### config.mk
export PLATFORM = sky130hd
export DESIGN_NAME = mem_port_arbiter
export DESIGN_NICKNAME = d
export VERILOG_FILES = /design/src/rtl/mem_port_arbiter_pkg.sv /design/src/rtl/mem_port_arbiter_pick.sv /design/src/rtl/mem_port_arbiter.sv
export SDC_FILE = /design/constraint.sdc
export NUM_CORES = 1
export LEC_CHECK = 0
export BUFFER_PORTS_ARGS = -buffer_cell sky130_fd_sc_hd__buf_2
export CAP_MARGIN = 20
export CORE_AREA = 10 10 198 200
export CTS_CLUSTER_DIAMETER = 80
export DETAILED_ROUTE_END_ITERATION = 8
export DIE_AREA = 0 0 208 210
export MAX_ROUTING_LAYER = met4
export SLEW_MARGIN = 20
export SYNTH_ARGS = -nofsm -noshare
export SYNTH_HDL_FRONTEND = slang
export SYNTH_SLANG_ARGS = --single-unit
### constraint.sdc
create_clock -name CLK -period 4 [get_ports CLK]
set_clock_uncertainty 0.15 [all_clocks]
set_input_delay 0.4 -clock CLK [delete_from_list [all_inputs] [get_ports CLK]]
set_output_delay 0.4 -clock CLK [all_outputs]
set_load 0.005 [all_outputs]
### src/rtl/mem_port_arbiter_pkg.sv
// Shared types and helpers for the main-memory port arbiter.
//   state_t    : burst sequencer states
//   owner_t    : which cache currently owns the memory port
//   line_align : clears the byte-in-line offset bits of an address
package arb_pkg;

    typedef enum logic [1:0] {
        IDLE,
        REQ,
        XFER,
        DONE
    } state_t;

    typedef enum logic {
        OWN_IC,
        OWN_DC
    } owner_t;

    // Widest address the alignment helper handles; the top casts into and out of it.
    localparam int MAX_ADDR_W = 64;

    function automatic logic [MAX_ADDR_W-1:0] line_align(
        input logic [MAX_ADDR_W-1:0] addr,
        input int unsigned           off_bits
    );
        logic [MAX_ADDR_W-1:0] mask;
        mask = ~((64'd1 << off_bits) - 64'd1);
        return addr & mask;
    endfunction

endpackage

### src/rtl/mem_port_arbiter_pick.sv
// Combinational two-way requester pick for the memory port.
//   ic_req      in  : icache request, already masked by a same-cycle kill
//   dc_req      in  : dcache request
//   last_owner  in  : owner of the most recently completed transfer
//   grant_vld   out : at least one requester present
//   grant_owner out : chosen owner; on a tie the one that did not go last wins
module arb_pick
    import arb_pkg::*;
(
    input  logic   ic_req,
    input  logic   dc_req,
    input  owner_t last_owner,
    output logic   grant_vld,
    output owner_t grant_owner
);

    always_comb begin
        grant_vld   = ic_req | dc_req;
        grant_owner = OWN_IC;
        if (ic_req && dc_req) begin
            grant_owner = (last_owner == OWN_IC) ? OWN_DC : OWN_IC;
        end else if (dc_req) begin
            grant_owner = OWN_DC;
        end
    end

endmodule

### src/rtl/mem_port_arbiter.sv
// Shares the single main-memory port between icache refills and dcache
// refills/writebacks. Each transfer is one burst of LINE_BEATS 64-bit beats.
// Ports:
//   CLK, reset_n                         clock, async active-low reset
//   ic_req/ic_addr/ic_kill               icache refill request and redirect kill
//   ic_rvalid/ic_rdata/ic_done           icache beat return and completion pulse
//   dc_req/dc_we/dc_addr/dc_wdata        dcache request, direction, address, write data
//   dc_wready/dc_rvalid/dc_rdata/dc_done dcache beat handshake and completion pulse
//   mem_req/mem_we/mem_addr/mem_gnt      burst request handshake to memory
//   mem_wdata/mem_wready                 write beat path
//   mem_rvalid/mem_rdata                 read beat path
module mem_port_arbiter
    import arb_pkg::*;
#(
    parameter int LINE_BEATS = 4,
    parameter int ADDR_W     = 64
) (
    input  logic              CLK,
    input  logic              reset_n,
    input  logic              ic_req,
    input  logic [ADDR_W-1:0] ic_addr,
    input  logic              ic_kill,
    output logic              ic_rvalid,
    output logic [63:0]       ic_rdata,
    output logic              ic_done,
    input  logic              dc_req,
    input  logic              dc_we,
    input  logic [ADDR_W-1:0] dc_addr,
    input  logic [63:0]       dc_wdata,
    output logic              dc_wready,
    output logic              dc_rvalid,
    output logic [63:0]       dc_rdata,
    output logic              dc_done,
    output logic              mem_req,
    output logic              mem_we,
    output logic [ADDR_W-1:0] mem_addr,
    input  logic              mem_gnt,
    output logic [63:0]       mem_wdata,
    input  logic              mem_wready,
    input  logic              mem_rvalid,
    input  logic [63:0]       mem_rdata
);

    localparam int LINE_OFF_BITS = $clog2(LINE_BEATS * 8);
    localparam int CNT_W         = $clog2(LINE_BEATS);
    localparam logic [CNT_W-1:0] LAST_BEAT = CNT_W'(LINE_BEATS - 1);

    state_t            state_q, state_d;
    owner_t            owner_q, last_owner_q;
    logic              we_q;
    logic              killed_q;
    logic [CNT_W-1:0]  beat_cnt_q;
    logic [ADDR_W-1:0] addr_q;

    logic              ic_req_eff;
    logic              grant_vld;
    owner_t            grant_owner;
    logic              beat;
    logic              ic_kill_hit;
    logic [ADDR_W-1:0] sel_addr;

    // A kill in IDLE removes the icache from arbitration for that cycle.
    assign ic_req_eff  = ic_req & ~ic_kill;
    assign ic_kill_hit = ic_kill & (owner_q == OWN_IC);
    assign sel_addr    = (grant_owner == OWN_IC) ? ic_addr : dc_addr;

    arb_pick u_pick (
        .ic_req      (ic_req_eff),
        .dc_req      (dc_req),
        .last_owner  (last_owner_q),
        .grant_vld   (grant_vld),
        .grant_owner (grant_owner)
    );

    always_ff @(posedge CLK or negedge reset_n) begin
        if (!reset_n) begin
            state_q <= IDLE;
        end else begin
            state_q <= state_d;
        end
    end

    always_comb begin
        state_d   = state_q;
        beat      = 1'b0;
        ic_rvalid = 1'b0;
        ic_rdata  = '0;
        ic_done   = 1'b0;
        dc_wready = 1'b0;
        dc_rvalid = 1'b0;
        dc_rdata  = '0;
        dc_done   = 1'b0;
        mem_req   = 1'b0;
        mem_we    = 1'b0;
        mem_addr  = '0;
        mem_wdata = '0;
        case (state_q)
            IDLE: begin
                if (grant_vld) begin
                    state_d = REQ;
                end
            end
            REQ: begin
                mem_req  = 1'b1;
                mem_we   = we_q;
                mem_addr = addr_q;
                if (mem_gnt) begin
                    state_d = XFER;
                end
            end
            XFER: begin
                mem_we = we_q;
                if (we_q) begin
                    beat      = mem_wready;
                    dc_wready = mem_wready;
                    mem_wdata = dc_wdata;
                end else begin
                    beat = mem_rvalid;
                    if (owner_q == OWN_IC) begin
                        // A killed refill still drains from memory but is hidden from fetch.
                        ic_rvalid = mem_rvalid & ~killed_q & ~ic_kill;
                        ic_rdata  = ic_rvalid ? mem_rdata : '0;
                    end else begin
                        dc_rvalid = mem_rvalid;
                        dc_rdata  = mem_rvalid ? mem_rdata : '0;
                    end
                end
                if (beat && (beat_cnt_q == LAST_BEAT)) begin
                    state_d = DONE;
                end
            end
            DONE: begin
                ic_done = (owner_q == OWN_IC) & ~killed_q;
                dc_done = (owner_q == OWN_DC);
                state_d = IDLE;
            end
            default: state_d = IDLE;
        endcase
    end

    always_ff @(posedge CLK or negedge reset_n) begin
        if (!reset_n) begin
            owner_q      <= OWN_IC;
            last_owner_q <= OWN_DC;
            we_q         <= 1'b0;
            killed_q     <= 1'b0;
            beat_cnt_q   <= '0;
        end else begin
            case (state_q)
                IDLE: begin
                    if (grant_vld) begin
                        owner_q  <= grant_owner;
                        we_q     <= (grant_owner == OWN_DC) & dc_we;
                        killed_q <= 1'b0;
                    end
                end
                REQ: begin
                    if (mem_gnt) begin
                        beat_cnt_q <= '0;
                    end
                    if (ic_kill_hit) begin
                        killed_q <= 1'b1;
                    end
                end
                XFER: begin
                    if (beat) begin
                        beat_cnt_q <= beat_cnt_q + CNT_W'(1);
                    end
                    if (ic_kill_hit) begin
                        killed_q <= 1'b1;
                    end
                end
                DONE: begin
                    last_owner_q <= owner_q;
                    killed_q     <= 1'b0;
                end
                default: ;
            endcase
        end
    end

    // Burst address is data only; it is never observed outside REQ, so it needs no reset.
    always_ff @(posedge CLK) begin
        if ((state_q == IDLE) && grant_vld) begin
            addr_q <= ADDR_W'(line_align(MAX_ADDR_W'(sel_addr), LINE_OFF_BITS));
        end
    end

endmodule

**Word level (Yosys, flattened, before mapping)**

Index checks and enable logic that the tools add are counted.

- Shifts and indexed selects: 0
- Bitwise logic cells: 10
- Add/subtract/negate cells: 1
- Reductions and logical operators: 10
- Order comparisons: 0
- Eq/ne operators: 9
- Div/mod/pow operators: 0
- Mux-type cells: 40
- Multipliers: 0

Operator list:

| operator | number |
|---|---|
| $mux W64 | 12 |
| $mux W1 | 20 |
| $mux W2 | 5 |
| $ne A2 B2 Y1 const B | 4 |
| $pmux W2 S4 | 1 |
| $and A1 B1 Y1 | 6 |
| $eq A2 B2 Y1 const B | 3 |
| $reduce_and A3 Y1 | 2 |
| $pmux W2 S2 | 1 |
| $reduce_and A2 Y1 | 2 |
| $logic_and A1 B1 Y1 | 3 |
| $not A1 Y1 | 3 |
| $pmux W1 S3 | 1 |
| $add A2 B1 Y2 const B | 1 |
| $eq A2 B1 Y1 const B | 1 |
| $logic_not A2 Y1 | 1 |
| $ne A2 B1 Y1 const B | 1 |
| $reduce_bool A2 Y1 | 1 |
| $reduce_or A2 Y1 | 1 |
| $or A1 B1 Y1 | 1 |

- Memories kept: 0
- Bits of input ports: 265
- Bits in writable memories: 0
- Output and inout port bits: 263
- Bits in registers: 67
- Bits in read-only memories: 0
- Word-level logic and storage cells: 77
- Bits in latches: 0

**Depth between registers and ports, before layout**

- Depth after elaboration: 7
- Mapped depth: 8
- Depth with buffers taken out: 6

**Hierarchy**

Synthesis repeated with hierarchy kept, for this count alone.

- Cell total of the unflattened synthesis: 469
- Area, all modules: 4752.1 µm²

By module, submodules not included:

| module | area each (µm²) | sequential area each (µm²) | times used | cells each |
|---|---|---|---|---|
| mem_port_arbiter | 4738.3 | 1973.1 | 1 | 467 |
| arb_pick | 13.8 | 0.0 | 1 | 2 |

**Worst setup path before layout**

No wires, ideal clock.

- Path type: flip-flop to flip-flop
- Start point: register state_q[0]
- End point: register addr_q[10], enable pin
- Path buffers: 0
- Stages on the path, launching flop included: 5
- Data required time: 3.436 ns
- Setup slack: 1.480 ns
- Data arrival time: 1.957 ns
- Clock period less this slack: 2.520 ns
- Library setup time: 0.414 ns
- Cell sequence: dfrtp_1 > inv_1 > ha_1 > o21ai_0 > inv_1

- Word-level cells in the longest chain between the ends: 2

RTL lines:

| element | RTL line | source |
|---|---|---|
| from (decl) | mem_port_arbiter.sv:48 | `state_t state_q, state_d;` |
| from (signal assigned) | mem_port_arbiter.sv:79 | `state_q <= state_d;` |
| $logic_not A2 Y1 | mem_port_arbiter.sv:184 | `if ((state_q == IDLE) && grant_vld) begin` |
| $logic_and A1 B1 Y1 | mem_port_arbiter.sv:184 |  |
| to (signal assigned) | mem_port_arbiter.sv:185 | `addr_q <= ADDR_W'(line_align(MAX_ADDR_W'(sel_addr), LINE_OFF_BITS));` |
| to (decl) | mem_port_arbiter.sv:53 | `logic [ADDR_W-1:0] addr_q;` |

Every way passes these cells.
A chain may end at the register's enable or synchronous reset.

**Worst setup path after layout**

- Start point: register state_q[0]
- End point: output ic_rdata[32]

- Word-level cells in the longest chain between the ends: 2

RTL lines:

| element | RTL line | source |
|---|---|---|
| $eq A2 B2 Y1 | mem_port_arbiter.sv:97 | `case (state_q)` |
| $mux W64 | mem_port_arbiter.sv:97 |  |
| to (decl) | mem_port_arbiter.sv:24 | `output logic [63:0] ic_rdata,` |

Every way passes these cells.

==> results by group <==
Yosys
  • Main synth FF type: edfxtp_1
  • EDFF count, synth: 59
  • Synthesized area: around 4800 sq um
  • Most numerous cell in the Yosys netlist: and2_1
  • Synth cell count leaders: and2_1, and3_1, mux2_2
  • Post-synth ARST share: 0.119
  • Fraction of post-synthesis cell area in the top cell type by area: 0.368
  • Synth warnings: 0
  • Top cell type by total area after synthesis: edfxtp_1
  • Synthesized area per cell: approximately 10 sq um
  • Synth top area cells: edfxtp_1, and2_1, mux2_2
  • Flops & latches, synth: 67
  • Unique masters post-synth: 31
  • Seq/Total Area, Yosys: 0.409
  • Cells after synthesis: 468

Drt
  • Via-to-Cell Ratio: between 3 and 4
  • Detail Route Antenna Nets: 0
  • Drc violations: 0
  • Initial DRT Pass Iterations: 4
  • Final WL: about 26000 um
  • Initial DRC Count: slightly above 300
  • Wire per inst: around 18 um
  • Total vias in the final route: between 5000 and 6000

Critical path
  • Worst setup path class: flip-flop to output port
  • Critical Path RT: 3450 ps
  • Worst-path maximum fanout: 65
  • Worst setup EP type: output port
  • Worst R2R Setup Slack: 1670 ps
  • Setup crit start kind: flip-flop
  • CP arrival: ~2200 ps

CTS
  • Total CTS buffers: 9
  • Root buffer cell: clkbuf_16
  • H-tree depth: 3
  • Clk_lat worst skew: around 330 ps
  • Hold_buf cts: 1
  • Clk sinks: 67
  • Post_cts resized: 0
  • Clock-pin slew on the worst setup and hold paths: around 60 ps
  • Number of post-CTS setup repair buffers: 0
  • CTS tree: yes
  • CTS Buffer Depth: 2

Layout
  • Fillers: between 3000 and 4000
  • Layout area overhead: 69.5%
  • FF+latch area: between 1500 and 2000 sq um
  • Layout Nets: 1228
  • Multi-input gate area: between 2000 and 3000 sq um
  • Share of layout cells above drive strength 1: 0.629

Power and ir drop
  • Static Leak: ~4.6 nW
  • Maximum VDD drop: between 0.0002 and 0.0003 V
  • Tot Pwr: between 3 and 4 mW
  • Pwr dens: between 400 and 500 nW/um^2

STA
  • Worst hold slack: 186 ps
  • Sum Neg Setup Slack: 0 ps
  • Crit share post-route: 0.689
  • Slew HR: 0.378
  • Count of pins over their slew limit: 0
  • FMAX: between 0.3 and 0.4 GHz
  • Endpoints failing setup: 0
  • Final worst setup slack: around 1200 ps
  • Final min period: roughly 2800 ps
  • Slew @ Worst Pin: between 900 and 1000 ps
  • RSZ-0062 raised after global routing: false
  • Final hold vios: 0

Global route
  • Total grt overflow: 0
  • Initial antenna violation count: 5
  • Gr usage total: 0.114
  • Largest net degree at the start of global routing: slightly above 70
  • Vias in the first global route: around 5700
  • First-pass GRT wire length: about 37000 um

Floorplanning
  • Die H: approximately 210 um
  • Die W: 208 um
  • Die ar.: roughly 44000 sq um
  • Core footprint: roughly 35000 sq um
  • Initial Util: 0.137
  • # rows: 69
  • I/O pins: approximately 530

Flow run
  • Max Cap Viol: 0

Worst hold path
  • Hold Path Class: input pin to flip-flop

Run status
  • Status: complete, no violations

Placement
  • DP Worst Slack: ~1400 ps
  • Hpwl dp: 22200 um
  • PortBufs: 512
  • Final GP Congestion: 0.838
[final cells by class]
type / instances / area share
Timing Repair Buffer: 520 / 0.326
Multi-Input combinational cell: 353 / 0.319
Sequential cell: 67 / 0.242
Tap cell: 461 / 0.0706
Clock buffer: 9 / 0.0276
Clock inverter: 7 / 0.0112
Inverter: 6 / 0.00276
Antenna cell: 5 / 0.00153
[cell usage in the layout (no fill, tap or decap), types with 3 or more instances in the layout]
cell type,count
buf_4,4
conb_1,5
buf_2,512
buf_12,3
mux2_2,61
dfrtp_1,7
nand2_1,3
diode_2,5
o21ai_0,5
and3_1,65
inv_1,5
clkbuf_16,9
edfxtp_1,59
ha_1,4
and2_1,189
[report_power, final]
| group | switching [mW] | internal [mW] |
|---|---|---|
| Sequential | 0.0657 | 0.994 |
| Clock | 0.307 | 0.543 |
| Combinational | 0.881 | 0.720 |
[metrics by stage]
stage,area (sq um),cells,util
2_1_floorplan,4830,472,-
3_3_place_gp,7810,1405,0.222
3_5_place_dp,7810,1405,0.222
4_1_cts,8140,1422,0.231
5_1_grt,8160,1425,0.232
6_report,8170,1428,0.232
[routing by layer]
| layer | up-vias | GRT usage | routed length [um] |
|---|---|---|---|
| li1 | 2556 | - | - |
| met1 | 2379 | 0.114 | 9530 |
| met2 | 309 | 0.203 | 13600 |
| met3 | 17 | 0.0368 | 2220 |
| met4 | 0 | 0.0412 | 452 |
| met5 | - | - | 0 |
[flip-flops by register name (all words and copies together) (netlist names)]
register,count
last_owner_q,1
we_q,1
owner_q,1
state_q,2
killed_q,1
addr_q,59
beat_cnt_q,2
[path summary, 6_finish.rpt]
check,startpoint,endpoint,cells after the start
min in group asynchronous,reset_n,beat_cnt_q[0],2
max,state_q[0],ic_rdata[32],7
max in group asynchronous,reset_n,last_owner_q,2
max reg2reg,state_q[1],beat_cnt_q[0],6
min reg2reg,beat_cnt_q[1],beat_cnt_q[1],2
min,dc_we,we_q,2
[cell families after synthesis]
group | Yosys count | synth area share
mux | 63 | 0.147
compound gates | 10 | 0.0158
flops | 67 | 0.409
buf+inv | 52 | 0.0576
other cells | 1 | 0.000778
fa+ha+maj | 6 | 0.0156
simple gates | 269 | 0.354
[worst max-delay path, stage by stage, from the launching register on]
cell and delay (ps):
dfrtp_1 420, inv_1 120, ha_2 220, nand3b_4 110
nor4_4 130, buf_4 440, and2_1 270, buf_2 150
(Power assumes the default switching activity.)
